`src/rtl/mux_pkg.sv`:
```
// Shared definitions for the 2:1 byte-lane recombiner: default widths,
// the idle fill symbol and the arbitration state type.
package mux_pkg;

  localparam int DEF_DATA_W = 8;
  localparam int DEF_FIFO_DEPTH = 4;
  // K28.5 comma symbol, driven on the stream while idle in fill builds.
  localparam logic [7:0] DEF_IDLE_SYM = 8'hBC;

  // Which lane the recombiner must take the next byte from.
  typedef enum logic {
    EXPECT0 = 1'b0,
    EXPECT1 = 1'b1
  } muxState_e;

  // Lanes strictly alternate, so the next expected lane is always the other one.
  function automatic muxState_e otherLane(input muxState_e s);
    return (s == EXPECT0) ? EXPECT1 : EXPECT0;
  endfunction

endpackage

```
`src/rtl/lane_fifo.sv`:
```
// Per-lane elastic FIFO. Pointers wrap modulo FIFO_DEPTH (a power of two),
// and the count is one bit wider so that full and empty can be told apart.
// Storage is not reset; clearing the pointers and count discards its contents.
module lane_fifo import mux_pkg::*; #(
  parameter int DATA_W = DEF_DATA_W,
  parameter int FIFO_DEPTH = DEF_FIFO_DEPTH
) (
  input  logic                         clk_i,
  input  logic                         resetL_i,
  input  logic                         push_i,
  input  logic [DATA_W-1:0]            pushData_i,
  input  logic                         pop_i,
  output logic [DATA_W-1:0]            headData_o,
  output logic                         full_o,
  output logic                         empty_o,
  output logic [$clog2(FIFO_DEPTH):0]  count_o
);

  localparam int PTR_W = $clog2(FIFO_DEPTH);
  localparam int CNT_W = PTR_W + 1;

  logic [DATA_W-1:0] mem_q [FIFO_DEPTH];
  logic [PTR_W-1:0]  wrPtr_q, wrPtr_d;
  logic [PTR_W-1:0]  rdPtr_q, rdPtr_d;
  logic [CNT_W-1:0]  count_q, count_d;
  logic              doPush, doPop;

  // Full and empty depend only on the registered count, so a full FIFO
  // rejects a push even in a cycle where it is also being popped.
  assign full_o     = (count_q == CNT_W'(FIFO_DEPTH));
  assign empty_o    = (count_q == '0);
  assign count_o    = count_q;
  assign headData_o = mem_q[rdPtr_q];
  assign doPush     = push_i & ~full_o;
  assign doPop      = pop_i & ~empty_o;

  // Next pointer and count values; a simultaneous push and pop leaves the count unchanged.
  always_comb begin
    wrPtr_d = wrPtr_q;
    rdPtr_d = rdPtr_q;
    count_d = count_q;
    if (doPush) begin
      wrPtr_d = wrPtr_q + PTR_W'(1);
    end
    if (doPop) begin
      rdPtr_d = rdPtr_q + PTR_W'(1);
    end
    case ({doPush, doPop})
      2'b10:   count_d = count_q + CNT_W'(1);
      2'b01:   count_d = count_q - CNT_W'(1);
      default: count_d = count_q;
    endcase
  end

  // Pointer and count state; reset empties the FIFO immediately.
  always_ff @(posedge clk_i or negedge resetL_i) begin
    if (!resetL_i) begin
      wrPtr_q <= '0;
      rdPtr_q <= '0;
      count_q <= '0;
    end else begin
      wrPtr_q <= wrPtr_d;
      rdPtr_q <= rdPtr_d;
      count_q <= count_d;
    end
  end

  // Data storage, written at the tail on an accepted push.
  always_ff @(posedge clk_i) begin
    if (doPush) begin
      mem_q[wrPtr_q] <= pushData_i;
    end
  end

endmodule

```
`src/rtl/mux_2x1_8bits.sv`:
```
// Recombines the even (lane 0) and odd (lane 1) byte lanes into one stream.
// Each lane has an elastic FIFO; the output takes lane 0, lane 1, lane 0, ...
// and waits on the expected lane rather than skipping it, which keeps the
// original byte order.
// Optional build macro MUX_IDLE_FILL_EN: when defined, data_out carries
// IDLE_SYM in every idle cycle and out of reset; otherwise data_out holds
// its last byte and resets to zero.
module mux_2x1_8bits import mux_pkg::*; #(
  parameter int                DATA_W     = DEF_DATA_W,
  parameter int                FIFO_DEPTH = DEF_FIFO_DEPTH,
  parameter logic [DATA_W-1:0] IDLE_SYM   = DATA_W'(DEF_IDLE_SYM)
) (
  input  logic              clk,
  input  logic              reset_L,
  input  logic [DATA_W-1:0] data_in0,
  input  logic              valid_in0,
  output logic              ready_in0,
  input  logic [DATA_W-1:0] data_in1,
  input  logic              valid_in1,
  output logic              ready_in1,
  output logic [DATA_W-1:0] data_out,
  output logic              valid_out,
  output logic              lane_sel
);

  localparam int CNT_W = $clog2(FIFO_DEPTH) + 1;

`ifdef MUX_IDLE_FILL_EN
  localparam logic [DATA_W-1:0] DATA_RST = IDLE_SYM;
`else
  localparam logic [DATA_W-1:0] DATA_RST = '0;
  logic unusedIdleSym;
  assign unusedIdleSym = ^IDLE_SYM;
`endif

  logic [CNT_W-1:0]  count0, count1;
  logic              full0, full1;
  logic              empty0, empty1;
  logic [DATA_W-1:0] head0, head1;
  logic              push0, push1;
  logic              pop0, pop1;

  muxState_e         sel_q;
  logic [DATA_W-1:0] dataOut_q;
  logic              validOut_q;
  logic              laneSel_q;
  logic              headAvail;
  logic [DATA_W-1:0] headData;

  // Ready comes from the registered count only, never from this cycle's pop.
  // A push needs the same condition, expressed through the FIFO's full flag.
  assign ready_in0 = reset_L & (count0 != CNT_W'(FIFO_DEPTH));
  assign ready_in1 = reset_L & (count1 != CNT_W'(FIFO_DEPTH));
  assign push0     = valid_in0 & reset_L & ~full0;
  assign push1     = valid_in1 & reset_L & ~full1;

  lane_fifo #(
    .DATA_W     (DATA_W),
    .FIFO_DEPTH (FIFO_DEPTH)
  ) u_fifo0 (
    .clk_i      (clk),
    .resetL_i   (reset_L),
    .push_i     (push0),
    .pushData_i (data_in0),
    .pop_i      (pop0),
    .headData_o (head0),
    .full_o     (full0),
    .empty_o    (empty0),
    .count_o    (count0)
  );

  lane_fifo #(
    .DATA_W     (DATA_W),
    .FIFO_DEPTH (FIFO_DEPTH)
  ) u_fifo1 (
    .clk_i      (clk),
    .resetL_i   (reset_L),
    .push_i     (push1),
    .pushData_i (data_in1),
    .pop_i      (pop1),
    .headData_o (head1),
    .full_o     (full1),
    .empty_o    (empty1),
    .count_o    (count1)
  );

  // Only the expected lane is examined; the other lane waits even if it has data.
  always_comb begin
    headAvail = 1'b0;
    headData  = head0;
    pop0      = 1'b0;
    pop1      = 1'b0;
    if (sel_q == EXPECT0) begin
      headAvail = ~empty0;
      headData  = head0;
      pop0      = ~empty0;
    end else begin
      headAvail = ~empty1;
      headData  = head1;
      pop1      = ~empty1;
    end
  end

  // Arbitration FSM and output register: emit the expected lane's head and flip lanes, else go idle.
  always_ff @(posedge clk or negedge reset_L) begin
    if (!reset_L) begin
      sel_q      <= EXPECT0;
      validOut_q <= 1'b0;
      dataOut_q  <= DATA_RST;
      laneSel_q  <= 1'b1;
    end else if (headAvail) begin
      dataOut_q  <= headData;
      validOut_q <= 1'b1;
      laneSel_q  <= (sel_q == EXPECT1);
      sel_q      <= otherLane(sel_q);
    end else begin
      validOut_q <= 1'b0;
`ifdef MUX_IDLE_FILL_EN
      dataOut_q  <= IDLE_SYM;
`endif
    end
  end

  assign data_out  = dataOut_q;
  assign valid_out = validOut_q;
  assign lane_sel  = laneSel_q;

endmodule

```
`config.mk`:
```
export PLATFORM = sky130hd
export DESIGN_NAME = mux_2x1_8bits
export DESIGN_NICKNAME = d
export VERILOG_FILES = /design/src/rtl/mux_pkg.sv /design/src/rtl/lane_fifo.sv /design/src/rtl/mux_2x1_8bits.sv
export SDC_FILE = /design/constraint.sdc
export NUM_CORES = 1
export LEC_CHECK = 0
export ABC_AREA = 1
export CORE_UTILIZATION = 45
export CTS_BUF_LIST = sky130_fd_sc_hd__clkbuf_16
export CTS_CLUSTER_SIZE = 40
export DETAILED_ROUTE_END_ITERATION = 8
export SYNTH_ARGS = -nofsm -noshare
export SYNTH_HDL_FRONTEND = slang
export SYNTH_SLANG_ARGS = --single-unit
export TNS_END_PERCENT = 1
```
`constraint.sdc`:
```
create_clock -name clk -period 2.35 [get_ports clk]
set_input_delay 0.47 -clock clk [delete_from_list [all_inputs] [get_ports clk]]
set_output_delay 0.47 -clock clk [all_outputs]
set_load 0.005 [all_outputs]
```
---- Yosys cells after proc, flatten, opt, wreduce, memory -nomap -nowiden ----
Memory sizes are Yosys's and may differ from the RTL's.
Cells that the tools add are included.
storage, ports and cells
  memories kept ........................... 2
  output and inout port bits .............. 12
  logic and storage cells ................. 58
  bits in writable memories ............... 64
  register bits after elaboration ......... 25
memory list
  name           words  bits a word  rd ports  clocked after Yosys merged registers in  write ports  RTL line         text
  u_fifo0.mem_q  4      8            1         0                                        1            lane_fifo.sv:22  logic [DATA_W-1:0] mem_q [FIFO_DEPTH];
  u_fifo1.mem_q  4      8            1         0                                        1            lane_fifo.sv:22
cells by class
  bitwise gates (word level) .............. 14
  equality and inequality tests ........... 8
  add/sub/neg operators ................... 8
  reductions and logical operators ........ 4
  mux-type cells .......................... 12
operators by type and width
  cell                 number
  $pmux 3 s2           2
  $and 1x1->1          10
  $mux 1               9
  $add 2x1->2 const B  4
  $mux 8               1
  $add 3x1->3 const B  2
  $eq 3x3->1 const B   2
  $logic_not 3->1      2
  $ne 3x3->1 const B   2
  $sub 3x1->3 const B  2
  $eq 2x1->1 const B   2
  $eq 2x2->1 const B   2
  $not 1->1            4
  $reduce_bool 2->1    2

---- Logic depth before layout (Yosys ltp) ----
  depth after elaboration ................. 6
  depth in mapped cells ................... 10
  gate-level depth less buffers ........... 10

---- By module ----
Synthesis repeated with hierarchy kept, for this count alone.
second synthesis, totals
  cell total of the unflattened synthesis .. 390
  area total of the unflattened synthesis .. 4155.2 µm²
modules (own cells, without submodules)
  module               times used  cells each  area an instance (µm²)
  lane_fifo (u_fifo1)  1           154         1751.7
  lane_fifo (u_fifo0)  1           154         1741.7
  mux_2x1_8bits        1           82          661.9

---- Worst setup path after synthesis ----
No wires, ideal clock.
  path kind ............................... register to register
  start ................................... reg u_fifo0.count_q[0], in the netlist u_fifo0.count_o[0]
  end ..................................... reg u_fifo0.count_q[2], in the netlist u_fifo0.count_o[2]
  required time ........................... 2.219 ns
  buffers on the path ..................... 0
  data arrival time ....................... 1.627 ns
  library setup time ...................... 0.131 ns
  stages on the path, launching flop included .. 10
  path slack .............................. 0.592 ns
  path through ............................ dfrtp_1 inv_2 nand3_1 nand3_2 ha_1 inv_1 fa_1 a21oi_1 o21ai_0 xor2_1
between the ends
  longest elaborated chain between the ends .. 6
  elaborated cells between the ends (all ways) .. 14
  those cells by class .................... 2 x add/sub; 3 x eq/ne; 2 x mux; 5 x bitwise; 2 x reduce/logical
RTL lines
  what                                                    RTL line                                  text
  start, declared                                         lane_fifo.sv:25                           logic [CNT_W-1:0] count_q, count_d;
  start signal, assigned                                  lane_fifo.sv:64                           count_q <= count_d;
  $eq 3x3->1 / $logic_not 3->1 (equally long branches)    lane_fifo.sv:30, lane_fifo.sv:31
  $not 1->1, on equally long branches                     n/a
  $and 1x1->1 / $mux 1 (equally long branches)            mux_2x1_8bits.sv:54, mux_2x1_8bits.sv:93
  $and 1x1->1, on equally long branches                   lane_fifo.sv:34, lane_fifo.sv:35
  $eq 2x1->1 / $eq 2x2->1 (equally long branches)         lane_fifo.sv:48                           case ({doPush, doPop})
  $pmux 3 s2 / $reduce_bool 2->1 (equally long branches)  n/a
Parallel ways exist; a longest one is shown, timed or not.
A chain may end at the register's enable or synchronous reset.

---- Worst setup path after layout ----
  start ................................... in reset_L
  end ..................................... out ready_in1
between the ends
  longest elaborated chain between the ends .. 1
RTL lines
  what             RTL line             text
  start, declared  mux_2x1_8bits.sv:14  input logic reset_L,
  $and 1x1->1      mux_2x1_8bits.sv:53  assign ready_in1 = reset_L & (count1 != CNT_W'(FIFO_DEPTH));
  end, declared    mux_2x1_8bits.sv:20  output logic ready_in1,
No other way between the ends.

==> results.json <==
{
  "critPathRequiredTime_ns": 1.88,
  "worst_slack_ns": 0.0491,
  "start_util_pct": 46.7,
  "synth_top_area_share_pct": 50.1,
  "syn_inst": 327,
  "gp_congestion": 0.742,
  "synth-simple-area-share_pct": 15.6,
  "hold_class": "input pin to asynchronous set/reset pin",
  "drt_iter0_markers": 95,
  "wire_per_inst_um": 14.3,
  "place_area_sq_um": 4290,
  "synth_xor_area_share_pct": 1.83,
  "design_area_sq_um": 4620,
  "fillers": 696,
  "drive_above_1_share_pct": 16.0,
  "r2r_end": "u_fifo1.count_o[2]",
  "grt_max_degree": 18,
  "antenna_found_initial": 0,
  "cp_common_cell": "clkdlybuf4s50_1",
  "grt_pass1_vias": 2303,
  "cpLargestDelayFamily": "buffers and inverters",
  "postCtsSetupBuffers": 0,
  "yosysMostFrequentCell": "edfxtp_1",
  "wl_um": 6950,
  "finalMaxSlewViolations": 0,
  "rr_worst_depth": 10,
  "boundaryPins": 32,
  "cts_made_buffers": 9,
  "cp_data_arrival_time_ns": 1.83,
  "timing.fmax_mhz": 435,
  "setup_viol": 0,
  "ant_nets": 0,
  "hold_viol_final": 0,
  "cts.sinks": 89,
  "cp-start-kind": "input pin",
  "power_density_nw_per_um2": 1280,
  "place_hpwl_um": 4800,
  "skew_ns": 0.00362,
  "diodes": 0,
  "insertion_delay_ns": 0.33,
  "synth_nets": 359,
  "clk_pin_slew_ns": 0.06,
  "finalCriticalPeriod_ns": 2.30,
  "synth_area_sq_um": 3830,
  "synthMuxAreaShare_pct": 0,
  "critPathKind": "input pin to primary output",
  "synthTopCellsByCount": "64 x edfxtp_1, 53 x nor2_1, 48 x nand2_1",
  "synth_compound_area_share_pct": 5.91,
  "synth_area_leaders": "edfxtp_1 50%, dfrtp_1 16%, nor2_1 5.2%",
  "ys_async_sr_fraction_pct": 28.1,
  "synth_adder_area_share_pct": 4.31,
  "core_area_sq_um": 8220,
  "synth-edff-count": 64,
  "ctsHtreeMaxLevel": 3,
  "ys_ff_latch": 89,
  "p_leak_nw": 1.84,
  "grt-ovfl-total": 0,
  "slew_headroom_pct": 65.4,
  "maxCapViolCount": 0,
  "cpPeakStageDelay_ns": 0.52,
  "seq_area_sq_um": 2550,
  "dr.pass1.iters": 4,
  "grt_use_total_pct": 17.5,
  "die_w_um": 94.3,
  "rsz0062_at_grt": "false",
  "rows": 33,
  "synth_top_family_by_area": "simple AND/OR/NAND/NOR gates",
  "ys_types": 28,
  "seq_area_frac_synth_pct": 66.5,
  "synthToLayoutAreaGrowth_pct": 20.5,
  "layout.nets": 408,
  "yosys_warnings": 0,
  "crit_chain": "clkdlybuf4s50_1 -> buf_6 -> inv_1 -> a31oi_1 -> clkdlybuf4s50_1",
  "synth_flop_cell": "edfxtp_1",
  "worst_pin_slew_ns": 0.520,
  "preCtsSetupSlack_ns": 0.0253,
  "vias": 2389,
  "drc": 0,
  "endpoint_kind": "primary output",
  "fin_crit_sh_pct": 97.9,
  "cts_tree": "yes",
  "synth.avg_cell_area_sq_um": 11.7,
  "grt_first_pass_wirelength_um": 11400,
  "setup_tns_ns": 0,
  "crit_buf_inv": 4,
  "ir_worst_vdd_mv": 0.621,
  "io_buffers": 31,
  "cpMaxStageDelayCell": "clkdlybuf4s50_1",
  "die_area_sq_um": 8900,
  "vias_per_cell": 4.92,
  "clock_path_buffers": 2,
  "clockRootBuffer": "clkbuf_16",
  "r2r_start": "u_fifo1.count_o[0]",
  "die_h_um": 94.3,
  "multi_input_area_sq_um": 1060,
  "cp_max_fo": 8,
  "r2r_slack_ns": 0.39,
  "outcome": "completed",
  "synth_area_leader_cell": "edfxtp_1"
}
[per-stage QoR]
step	power, mW	util, %	hold slack (ns)	std cells
after CTS	5.99	56.2	0.438	486
after detailed placement	4.47	52.3	0.473	470
final	5.90	56.2	0.435	486
after global placement	4.41	52.3	0.464	470
after global routing	6.38	56.2	0.435	486
after floorplan	3.88	-	0.174	327
[area by class of cell]
cell class / count / area share [%]
multi-input cells: 197 / 22.9
inverters: 33 / 2.84
flip-flops and latches: 89 / 55.2
well taps: 105 / 2.84
clock inverters: 7 / 2.03
clock buffers: 9 / 4.88
repair buffers: 46 / 9.29
[state kept, by name, summed over array words and instances (netlist names), 2 cells and up]
signal,cells
u_fifo1.mem_q,32
u_fifo0.count_o,3
u_fifo0.wrPtr_q,2
u_fifo0.mem_q,32
u_fifo1.count_o,3
u_fifo1.rdPtr_q,2
u_fifo0.rdPtr_q,2
data_out,8
u_fifo1.wrPtr_q,2
[kinds of logic after synthesis]
logic type | after synthesis
fa+ha+maj | 12
compound gates | 44
xor+xnor | 8
flops | 89
simple gates | 133
buf+inv | 41
[how the worst max path moves through the flow]
stage,slack (ns),startpoint,cells past startpoint,end
floorplan,0.59,u_fifo0.count_o[0],9,u_fifo0.count_o[2]
global route,0.002,reset_L,5,ready_in1
detailed placement,0.03,reset_L,5,ready_in0
finish,0.05,reset_L,5,ready_in1
global placement,0.03,reset_L,5,ready_in1
CTS,0.02,reset_L,5,ready_in0
[what timing repair did]
action	in CTS	in global routing
resized for setup	1	1
setup endpoints to repair	1	1
hold buffers	0	0
[where the power goes]
| part | leakage (nW) | internal (mW) | switching, mW | total [mW] |
|---|---|---|---|---|
| Combinational | 0.821 | 0.848 | 1.18 | 2.03 |
| Clock | 0.152 | 0.931 | 0.578 | 1.51 |
| Sequential | 0.870 | 2.06 | 0.313 | 2.37 |
[cells in the final DEF, fill, tap and decap left out, types with 2 or more instances in the layout]
cell             synthesis  layout
nand2_4                  2       2
clkinvlp_4               0       2
clkbuf_16                0       9
ha_1                    10      10
nor2_1                  53      53
inv_1                   21      21
dfrtp_1                 24      24
nor2_2                   6       6
clkinv_2                 0       2
edfxtp_1                64      64
bufinv_16                0       2
fa_1                     2       2
nand3_1                 16      16
o21ai_0                 12      12
nand2_1                 48      48
a31oi_1                  2       2
inv_6                    1       2
clkdlybuf4s50_1          0      30
nand3_2                  5       5
o21ai_1                 25      25
a21oi_1                  4       4
buf_4                    2      14
nor2_4                   2       2
xor2_1                   6       6
inv_2                   10      10
xnor2_1                  2       2
[per-layer routing]
layer | vias to the layer above | wire (um) | part of all wire (%) | GRT usage [%]
met1 | 1149 | 3300 | 47 | 24.5
met2 | 45 | 3280 | 47 | 27.2
met5 | - | 0 | 0 | 0
met3 | 7 | 292 | 4.2 | 3.64
met4 | 0 | 80 | 1.2 | 5.77
li1 | 1188 | - | - | -
No activity file was read; power rests on OpenSTA's default activity.
